<file path="config.mk">
export PLATFORM = sky130hd
export DESIGN_NAME = rs_syndrome_engine
export DESIGN_NICKNAME = d
export VERILOG_FILES = /design/src/rtl/rs_syndrome_engine.sv
export SDC_FILE = /design/constraint.sdc
export NUM_CORES = 1
export LEC_CHECK = 0
export ABC_AREA = 1
export BUFFER_PORTS_ARGS = -buffer_cell sky130_fd_sc_hd__buf_4
export CAP_MARGIN = 5
export CORE_MARGIN = 4
export CORE_UTILIZATION = 55
export DETAILED_ROUTE_END_ITERATION = 7
export PLACE_DENSITY = 0.71
export SETUP_SLACK_MARGIN = 0.2
export SYNTH_ARGS = -nofsm -noshare
export SYNTH_HDL_FRONTEND = slang
export SYNTH_SLANG_ARGS = --single-unit
export TNS_END_PERCENT = 50
</file>
<file path="constraint.sdc">
create_clock -name clk -period 2.05 [get_ports clk]
set_input_delay 0.5125 -clock clk [delete_from_list [all_inputs] [get_ports clk]]
set_output_delay 0.5125 -clock clk [all_outputs]
set_load 0.02 [all_outputs]
</file>
<file path="src/rtl/rs_syndrome_engine.sv">
// Reed-Solomon syndrome front end: Horner accumulation of NSYM syndromes with
// constant GF(2^m) multipliers, followed by a shadow bank and serial readout.
module rs_syndrome_engine #(
  parameter int              SYM_W     = 8,
  parameter logic [SYM_W:0]  PRIM_POLY = 'h11D,
  parameter int              N         = 204,
  parameter int              NSYM      = 16,
  parameter int              FCR       = 0
) (
  input  logic                 clk,
  input  logic                 reset,
  input  logic                 in_valid,
  input  logic                 in_sof,
  input  logic [SYM_W-1:0]     in_data,
  output logic                 out_valid,
  output logic [((NSYM > 1) ? $clog2(NSYM) : 1)-1:0] out_idx,
  output logic [SYM_W-1:0]     out_syn,
  output logic                 out_last,
  output logic                 frame_ok,
  output logic                 sof_err,
  output logic                 busy
);

  localparam int IDX_W = (NSYM > 1) ? $clog2(NSYM) : 1;
  localparam int CNT_W = $clog2(N + 1);
  localparam int ORDER = (1 << SYM_W) - 1;

  if (SYM_W < 3 || SYM_W > 12) begin : g_bad_sym_w
    $error("rs_syndrome_engine: SYM_W must be in 3..12");
  end
  if (!(NSYM < N && N <= ORDER)) begin : g_bad_n
    $error("rs_syndrome_engine: need NSYM < N <= 2^SYM_W-1");
  end

  function automatic logic [SYM_W-1:0] xtime(input logic [SYM_W-1:0] a);
    return {a[SYM_W-2:0], 1'b0} ^ (a[SYM_W-1] ? PRIM_POLY[SYM_W-1:0] : '0);
  endfunction

  function automatic logic [SYM_W-1:0] alpha_pow(input int e);
    logic [SYM_W-1:0] r;
    r = SYM_W'(1);
    for (int i = 0; i < (e % ORDER); i++) r = xtime(r);
    return r;
  endfunction

  // Shift-and-add with a constant c: collapses to a fixed XOR network.
  function automatic logic [SYM_W-1:0] gfmul_const(input logic [SYM_W-1:0] a,
                                                   input logic [SYM_W-1:0] c);
    logic [SYM_W-1:0] r;
    r = '0;
    for (int i = SYM_W - 1; i >= 0; i--) begin
      r = xtime(r);
      if (c[i]) r = r ^ a;
    end
    return r;
  endfunction

  typedef enum logic { IDLE, ACCUM } in_state_t;
  typedef enum logic { OUT_IDLE, OUT_SHIFT } out_state_t;

  in_state_t              state, state_next;
  out_state_t             out_state, out_state_next;
  logic [CNT_W-1:0]       cnt;
  logic [IDX_W-1:0]       idx, idx_next;
  logic [SYM_W-1:0]       acc    [NSYM];
  logic [SYM_W-1:0]       upd    [NSYM];
  logic [SYM_W-1:0]       shadow [NSYM];
  logic                   zero_flag;
  logic                   upd_nz;
  logic                   load, step, abort, done;

  for (genvar j = 0; j < NSYM; j++) begin : g_root
    localparam logic [SYM_W-1:0] ROOT = alpha_pow(FCR + j);
    assign upd[j] = gfmul_const(acc[j], ROOT) ^ in_data;
  end

  always_comb begin
    upd_nz = 1'b0;
    for (int j = 0; j < NSYM; j++) upd_nz = upd_nz | (|upd[j]);
  end

  // Input FSM: an in_sof always wins, even on what would be the last symbol.
  always_comb begin
    state_next = state;
    load       = 1'b0;
    step       = 1'b0;
    abort      = 1'b0;
    done       = 1'b0;
    if (in_valid) begin
      case (state)
        IDLE: begin
          if (in_sof) begin
            load       = 1'b1;
            state_next = ACCUM;
          end
        end
        ACCUM: begin
          if (in_sof) begin
            load  = 1'b1;
            abort = 1'b1;
          end else if (cnt == CNT_W'(N - 1)) begin
            done       = 1'b1;
            state_next = IDLE;
          end else begin
            step = 1'b1;
          end
        end
        default: state_next = IDLE;
      endcase
    end
  end

  always_ff @(posedge clk or negedge reset) begin
    if (!reset) state <= IDLE;
    else        state <= state_next;
  end

  always_ff @(posedge clk or negedge reset) begin
    if (!reset) begin
      cnt       <= '0;
      sof_err   <= 1'b0;
      zero_flag <= 1'b0;
      for (int j = 0; j < NSYM; j++) begin
        acc[j]    <= '0;
        shadow[j] <= '0;
      end
    end else begin
      sof_err <= abort;
      if (load) begin
        cnt <= CNT_W'(1);
        for (int j = 0; j < NSYM; j++) acc[j] <= in_data;
      end else if (step) begin
        cnt <= cnt + CNT_W'(1);
        for (int j = 0; j < NSYM; j++) acc[j] <= upd[j];
      end else if (done) begin
        cnt       <= '0;
        zero_flag <= ~upd_nz;
        for (int j = 0; j < NSYM; j++) begin
          acc[j]    <= '0;
          shadow[j] <= upd[j];
        end
      end
    end
  end

  // Serializer: a fresh shadow load restarts the readout at index 0.
  always_comb begin
    out_state_next = out_state;
    idx_next       = idx;
    if (out_state == OUT_SHIFT) begin
      if (idx == IDX_W'(NSYM - 1)) begin
        out_state_next = OUT_IDLE;
        idx_next       = '0;
      end else begin
        idx_next = idx + IDX_W'(1);
      end
    end
    if (done) begin
      out_state_next = OUT_SHIFT;
      idx_next       = '0;
    end
  end

  always_ff @(posedge clk or negedge reset) begin
    if (!reset) begin
      out_state <= OUT_IDLE;
      idx       <= '0;
    end else begin
      out_state <= out_state_next;
      idx       <= idx_next;
    end
  end

  assign busy      = (state == ACCUM);
  assign out_valid = (out_state == OUT_SHIFT);
  assign out_idx   = idx;
  assign out_syn   = out_valid ? shadow[idx] : '0;
  assign out_last  = out_valid && (idx == IDX_W'(NSYM - 1));
  assign frame_ok  = out_last && zero_flag;

endmodule
</file>
==> results of run 1 <==
where the power goes:
part / leakage [nW] / total [W] / internal [W] / switching, W
clock: 0.535 / 0.00595 / 0.00356 / 0.00238
combinational: 6.92 / 0.0150 / 0.00609 / 0.00893
sequential: 3.52 / 0.00752 / 0.00624 / 0.00128
tightest hold or removal path, delay by kind of cell:
kind                   cells  cell delay, ns
and+or+nand+nor            2            0.17
buffers and inverters      1            0.12
repair_timing:
action | 4_1_cts | 5_1_grt
endpoints found under the hold margin | 50 | 0
setup endpoints to repair | 187 | 210
buffers inserted | 16 | 18
resized for setup | 81 | 142
hold buffers | 1 | 0
cloned | 3 | 2
pin swaps | 28 | 37
cell type report:
class	count	area, um^2
Multi-Input combinational cell	1797	9250
Clock inverter	17	230
Sequential cell	272	6830
Tap cell	390	488
Fill cell	2455	8470
Timing Repair Buffer	314	3070
Inverter	200	772
Clock buffer	37	848
flip-flops by register name, indices dropped and copies added, names as in the netlist:
signal and cells:
out_valid 1, shadow 128, out_idx 4, cnt 8, zero_flag 1, acc 128, busy 1, sof_err 1
metal layers:
metal  share of wire, %  GRT usage (%)  vias up
li1                   -              -     8144
met1                 39           52.2     8487
met2                 44           58.2     1034
met3                 11           7.56      252
met4                6.0           18.4        4
met5              0.044              0        -
cell usage in the layout, fill, tap and decap left out, types with 36 or more instances in the layout:
| cell | Yosys | layout |
|---|---|---|
| xor2_1 | 55 | 52 |
| buf_4 | 3 | 246 |
| o221ai_1 | 59 | 52 |
| xnor2_1 | 89 | 81 |
| nor2_1 | 144 | 129 |
| o21ai_0 | 156 | 107 |
| o211ai_1 | 62 | 62 |
| inv_1 | 183 | 161 |
| nand2_2 | 1 | 36 |
| nand2_1 | 998 | 961 |
| o21ai_1 | 18 | 60 |
| buf_12 | 0 | 40 |
| nand3_1 | 112 | 108 |
| dfrtp_1 | 272 | 250 |
per-stage QoR:
step / power, W / setup slack [ns] / util (%) / hold slack (ns) / cell area [um^2]
2_1_floorplan: 0.0153 / 0.172 / - / 0.217 / 17100
3_3_place_gp: 0.0209 / -0.300 / 64.8 / 0.453 / 19400
3_5_place_dp: 0.0211 / -0.314 / 64.8 / 0.461 / 19400
4_1_cts: 0.0274 / -0.754 / 70.0 / 0.217 / 21000
5_1_grt: 0.0302 / -0.818 / 71.7 / 0.295 / 21500
6_report: 0.0285 / -0.739 / 71.7 / 0.280 / 21500
path summary, 6_finish.rpt:
path	start	end	slack [ns]
setup / recovery	out_idx[0]	out_syn[7]	-0.74
hold / removal	in_valid	sof_err	0.28
setup reg to reg	acc[92]	zero_flag	0.17
hold reg to reg	shadow[105]	shadow[105]	0.47
max in group asynchronous	reset	acc[55]	0.82
min in group asynchronous	reset	shadow[67]	0.46
cell families after synthesis:
group,count (synthesis)
AO/OA/AOI/OAI,359
XOR/XNOR,146
adder cells (fa/ha/maj),2
buffers and inverters,328
flip-flops,272
AND/OR/NAND/NOR,1290
==> flow_summary.json, run 1 <==
{
  "status": "finished with violations",
  "violations": "negative setup slack",
  "synth_fa_ha_area_share_pct": 0.148,
  "ys_seq_area_share_pct": 40.3,
  "path_class": "reg -> out",
  "avgRoutedWirePerCell_um": 21.6,
  "drc": 0,
  "yosys-top-cells-area": "dfrtp_1, nand2_1, o21ai_0",
  "finClkSkew_ns": 0.0249,
  "synthMuxAreaShare_pct": 0,
  "grt_usage_pct": 38.1,
  "finalSetupViolations": 10,
  "fin_crit_ns": 2.79,
  "synth-xor-area-share_pct": 7.66,
  "rows": 63,
  "gp_congestion": 1.03,
  "syn_avg_cell_area_um2": 7.05,
  "core_mm2": 0.0300,
  "slew_headroom_pct": 62.8,
  "worstMarginPinSlew_ns": 0.559,
  "start_util_pct": 56.4,
  "synth_simple_gate_area_share_pct": 30.4,
  "power_density_mw_per_mm2": 1330,
  "drv.max_cap_violation_count": 0,
  "hold_viol": 0,
  "htreeDepth": 1,
  "synth_compound_area_share_pct": 13.3,
  "crit_buf_inv": 3,
  "max_stage_delay_ns": 0.48,
  "layoutNonFillerInstCount": 3027,
  "die_w_um": 183,
  "hp-class": "in -> reg",
  "antenna_found_initial": 3,
  "synth_top_family_by_area": "simple AND/OR/NAND/NOR gates",
  "drtAntennaViolNets": 0,
  "crit_fanout": 10,
  "cpMaxStageDelayCell": "dfrtp_2",
  "grt_pass1_vias": 17100,
  "clk_pin_slew_ns": 0.06,
  "tns_ns": -6.55,
  "required_ns": 1.54,
  "dpl.hpwl_mm": 46.1,
  "numCtsBuffers": 31,
  "postSynthNetCount": 2411,
  "routed_via_density": 5.92,
  "period_share_pct": 136,
  "ir_worst_vdd_mv": 0.980,
  "end_kind": "primary output",
  "cp_num_cells": 7,
  "clkLatencyLatePin_ns": 0.59,
  "drive_above_1_share_pct": 20.3,
  "diodes": 0,
  "dr.pass1.iters": 7,
  "dp.cells": 2933,
  "die_h_um": 183,
  "grt_overflow_total": 0,
  "portBuffers": 28,
  "ys_ff_latch": 272,
  "crit_chain": "buf_12, buf_4, o21ai_1, o221ai_1, nand3_1, a31oi_4, buf_6",
  "synth_area_mm2": 0.0169,
  "initialDrtViolationCount": 2096,
  "arrival_ns": 2.28,
  "yosysWarnings": 0,
  "yosysTopAreaCellShare_pct": 40.3,
  "grt_max_degree": 82,
  "clock-root-buffer": "clkbuf_16",
  "synthTopCellsByCount": "nand2_1, dfrtp_1, inv_1, o21ai_0, nor2_1",
  "fin_ws_ns": -0.739,
  "postSynthCellCount": 2397,
  "holdPathStages": 3,
  "yosysTopAreaCell": "dfrtp_1",
  "synth_flop_cell": "dfrtp_1",
  "rr_worst_depth": 11,
  "critPathTopFamily": "compound AO/OA/AOI/OAI gates",
  "dieArea_mm2": 0.0336,
  "clock_path_buffers": 3,
  "ioPinCount": 29,
  "area_growth_pct": 27.1,
  "drt-total-wl_mm": 65.4,
  "leakagePower_nw": 11.0,
  "clock.fmax_mhz": 359,
  "nets": 2630,
  "synth-edff-count": 0,
  "async_flop_share_pct": 100,
  "grt_pass1_wl_mm": 99.0,
  "synth_most_common_cell": "nand2_1",
  "slew_violations": 0,
  "rsz0062_at_grt": "true",
  "tritoncts": "yes",
  "startpoint_type": "register",
  "num_vias": 17900,
  "clkSinkCount": 272,
  "synth_cell_types": 40
}
Power figures use the tool's default switching activity.
==> run 2, diff against run 1 <==
--- a/config.mk
+++ b/config.mk
@@ -10,6 +10,7 @@
 export CAP_MARGIN = 5
 export CORE_MARGIN = 4
 export CORE_UTILIZATION = 55
+export CTS_BUF_LIST = sky130_fd_sc_hd__clkbuf_4
 export DETAILED_ROUTE_END_ITERATION = 7
 export PLACE_DENSITY = 0.71
 export SETUP_SLACK_MARGIN = 0.2
==> run 2 against run 1 <==
  * The flow still finishes with violations (negative setup slack)
  * Final area shrank 0.44%
  * Count of clock-buffer cells in the layout increased by 70
  * Total power is 3.4% lower
  * Worst hold slack got worse by 0.16 ns
  * First-iteration DRC count down 8.3%
  * Core utilization fell by 0.31 points
  * Routed wire length is 0.53% lower
  * Flip-flop and latch count unchanged
  * Setup slack got worse by 0.18 ns
  * Highest routed layer unchanged
==> flow_summary.json, run 2 (synthesis results as in run 1) <==
{
  "slew_violations": 0,
  "gp_congestion": 1.03,
  "min-delay-start": "in_valid",
  "layoutNonFillerInstCount": 3111,
  "dr.pass1.iters": 6,
  "top_regs": "acc (128), shadow (128), cnt (8)",
  "hold_viol": 0,
  "power_density_mw_per_mm2": 1290,
  "startpoint_type": "register",
  "dieArea_mm2": 0.0336,
  "layout_common_cells": "nand2_1, dfrtp_1, buf_4, inv_1, nor2_1",
  "worstMarginPinSlew_ns": 0.560,
  "grt_pass1_wl_mm": 98.9,
  "routed_via_density": 5.83,
  "cpMostUsedCell": "buf_6",
  "dp.cells": 2933,
  "numCtsBuffers": 78,
  "crit_fanout": 5,
  "drtAntennaViolNets": 0,
  "rows": 63,
  "core_mm2": 0.0300,
  "clk_pin_slew_ns": 0.07,
  "initialDrtViolationCount": 1923,
  "hp-class": "in -> reg",
  "startpoint": "out_idx[0]",
  "drc": 0,
  "grt_usage_pct": 38.3,
  "drt-total-wl_mm": 65.1,
  "layout_commonest_cell": "nand2_1",
  "max_stage_delay_ns": 0.49,
  "fin_crit_ns": 2.97,
  "seq_area_mm2": 0.00684,
  "die_w_um": 183,
  "num_vias": 18100,
  "htreeDepth": 3,
  "cpMaxStageDelayCell": "dfrtp_2",
  "fillers": 2519,
  "avgRoutedWirePerCell_um": 20.9,
  "antenna_found_initial": 3,
  "clkSinkCount": 272,
  "fin_ws_ns": -0.920,
  "p_total_w": 0.0275,
  "multi_input_area_mm2": 0.00922,
  "clock_path_buffers": 3,
  "status": "finished with violations",
  "end_kind": "primary output",
  "ir_worst_vdd_mv": 0.797,
  "dpl.hpwl_mm": 46.1,
  "r2r_start": "acc[87]",
  "ioPinCount": 29,
  "violations": "negative setup slack",
  "arrival_ns": 2.46,
  "rsz0062_at_grt": "true",
  "grt_overflow_total": 0,
  "start_util_pct": 56.4,
  "path_class": "reg -> out",
  "clock-root-buffer": "clkbuf_4",
  "finalSetupViolations": 12,
  "drv.max_cap_violation_count": 0,
  "required_ns": 1.54,
  "crit_chain": "buf_6, buf_16, nor2_1, o221ai_1, o211ai_1, a31oi_4, buf_6",
  "grt_pass1_vias": 17300,
  "fin_hold_ws_ns": 0.115,
  "clkLatencyLatePin_ns": 0.80,
  "finClkSkew_ns": 0.0925,
  "die_h_um": 183,
  "crit_buf_inv": 3,
  "nets": 2677,
  "critPathTopFamily": "compound AO/OA/AOI/OAI gates",
  "slew_headroom_pct": 62.7,
  "tritoncts": "yes",
  "leakagePower_nw": 11.0,
  "area_growth_pct": 26.6,
  "clock.fmax_mhz": 337,
  "grt_max_degree": 82,
  "portBuffers": 28,
  "period_share_pct": 145,
  "r2r_setup_slack_ns": 0.20,
  "drive_above_1_share_pct": 21.6
}
==> run 2: path summary, 6_finish.rpt <==
kind,depth (start not counted),end
worst max register to register,13,zero_flag
worst max-delay path,7,out_syn[2]
max in group asynchronous,3,acc[55]
worst min-delay path,3,sof_err
min in group asynchronous,2,shadow[115]
worst min register to register,2,shadow[95]
==> run 2: power breakdown <==
| group | internal (W) | leakage, nW | switching [W] |
|---|---|---|---|
| logic | 0.00599 | 6.91 | 0.00881 |
| registers | 0.00624 | 3.52 | 0.00127 |
| clock network | 0.00268 | 0.572 | 0.00253 |
| total | 0.0149 | 11.0 | 0.0126 |
==> run 2: final cells by class <==
type,instances,share of cell area [%]
multi-input cells,1797,43.1
flip-flops and latches,272,32.0
repair buffers,314,14.5
clock buffers,107,3.76
inverters,200,3.60
well taps,390,2.28
clock inverters,30,0.842
diodes,1,0.0117
==> run 2: per-layer routing <==
layer | GRT usage, % | share of wire [%]
met3 | 7.30 | 10
met2 | 57.9 | 43
met1 | 52.7 | 40
met5 | 0 | 0.12
met4 | 19.7 | 6.0
==> run 2: metrics by stage <==
step                setup slack [ns]  setup TNS [ns]  cell area (um^2)  utilization (%)
floorplan                      0.172               0             17100                -
global placement              -0.300           -1.35             19400             64.8
detailed placement            -0.314           -1.67             19400             64.8
CTS                           -0.913           -7.84             20800             69.5
global route                  -0.954           -8.49             21400             71.4
finish                        -0.920           -7.69             21400             71.4
==> run 2: tightest hold or removal path: cells and delay by family <==
family	cells	cell delay (ns)
and+or+nand+nor	2	0.15
buffers and inverters	1	0.12
==> run 2: timing repair <==
| item | CTS | global route |
|---|---|---|
| setup buffers | 14 | 20 |
| hold buffers | 1 | 0 |
| resized for setup | 71 | 136 |
| endpoints found under the hold margin | 50 | 0 |
| pin swaps | 15 | 32 |
| endpoints found under the setup margin | 147 | 132 |
| cloned | 2 | 3 |
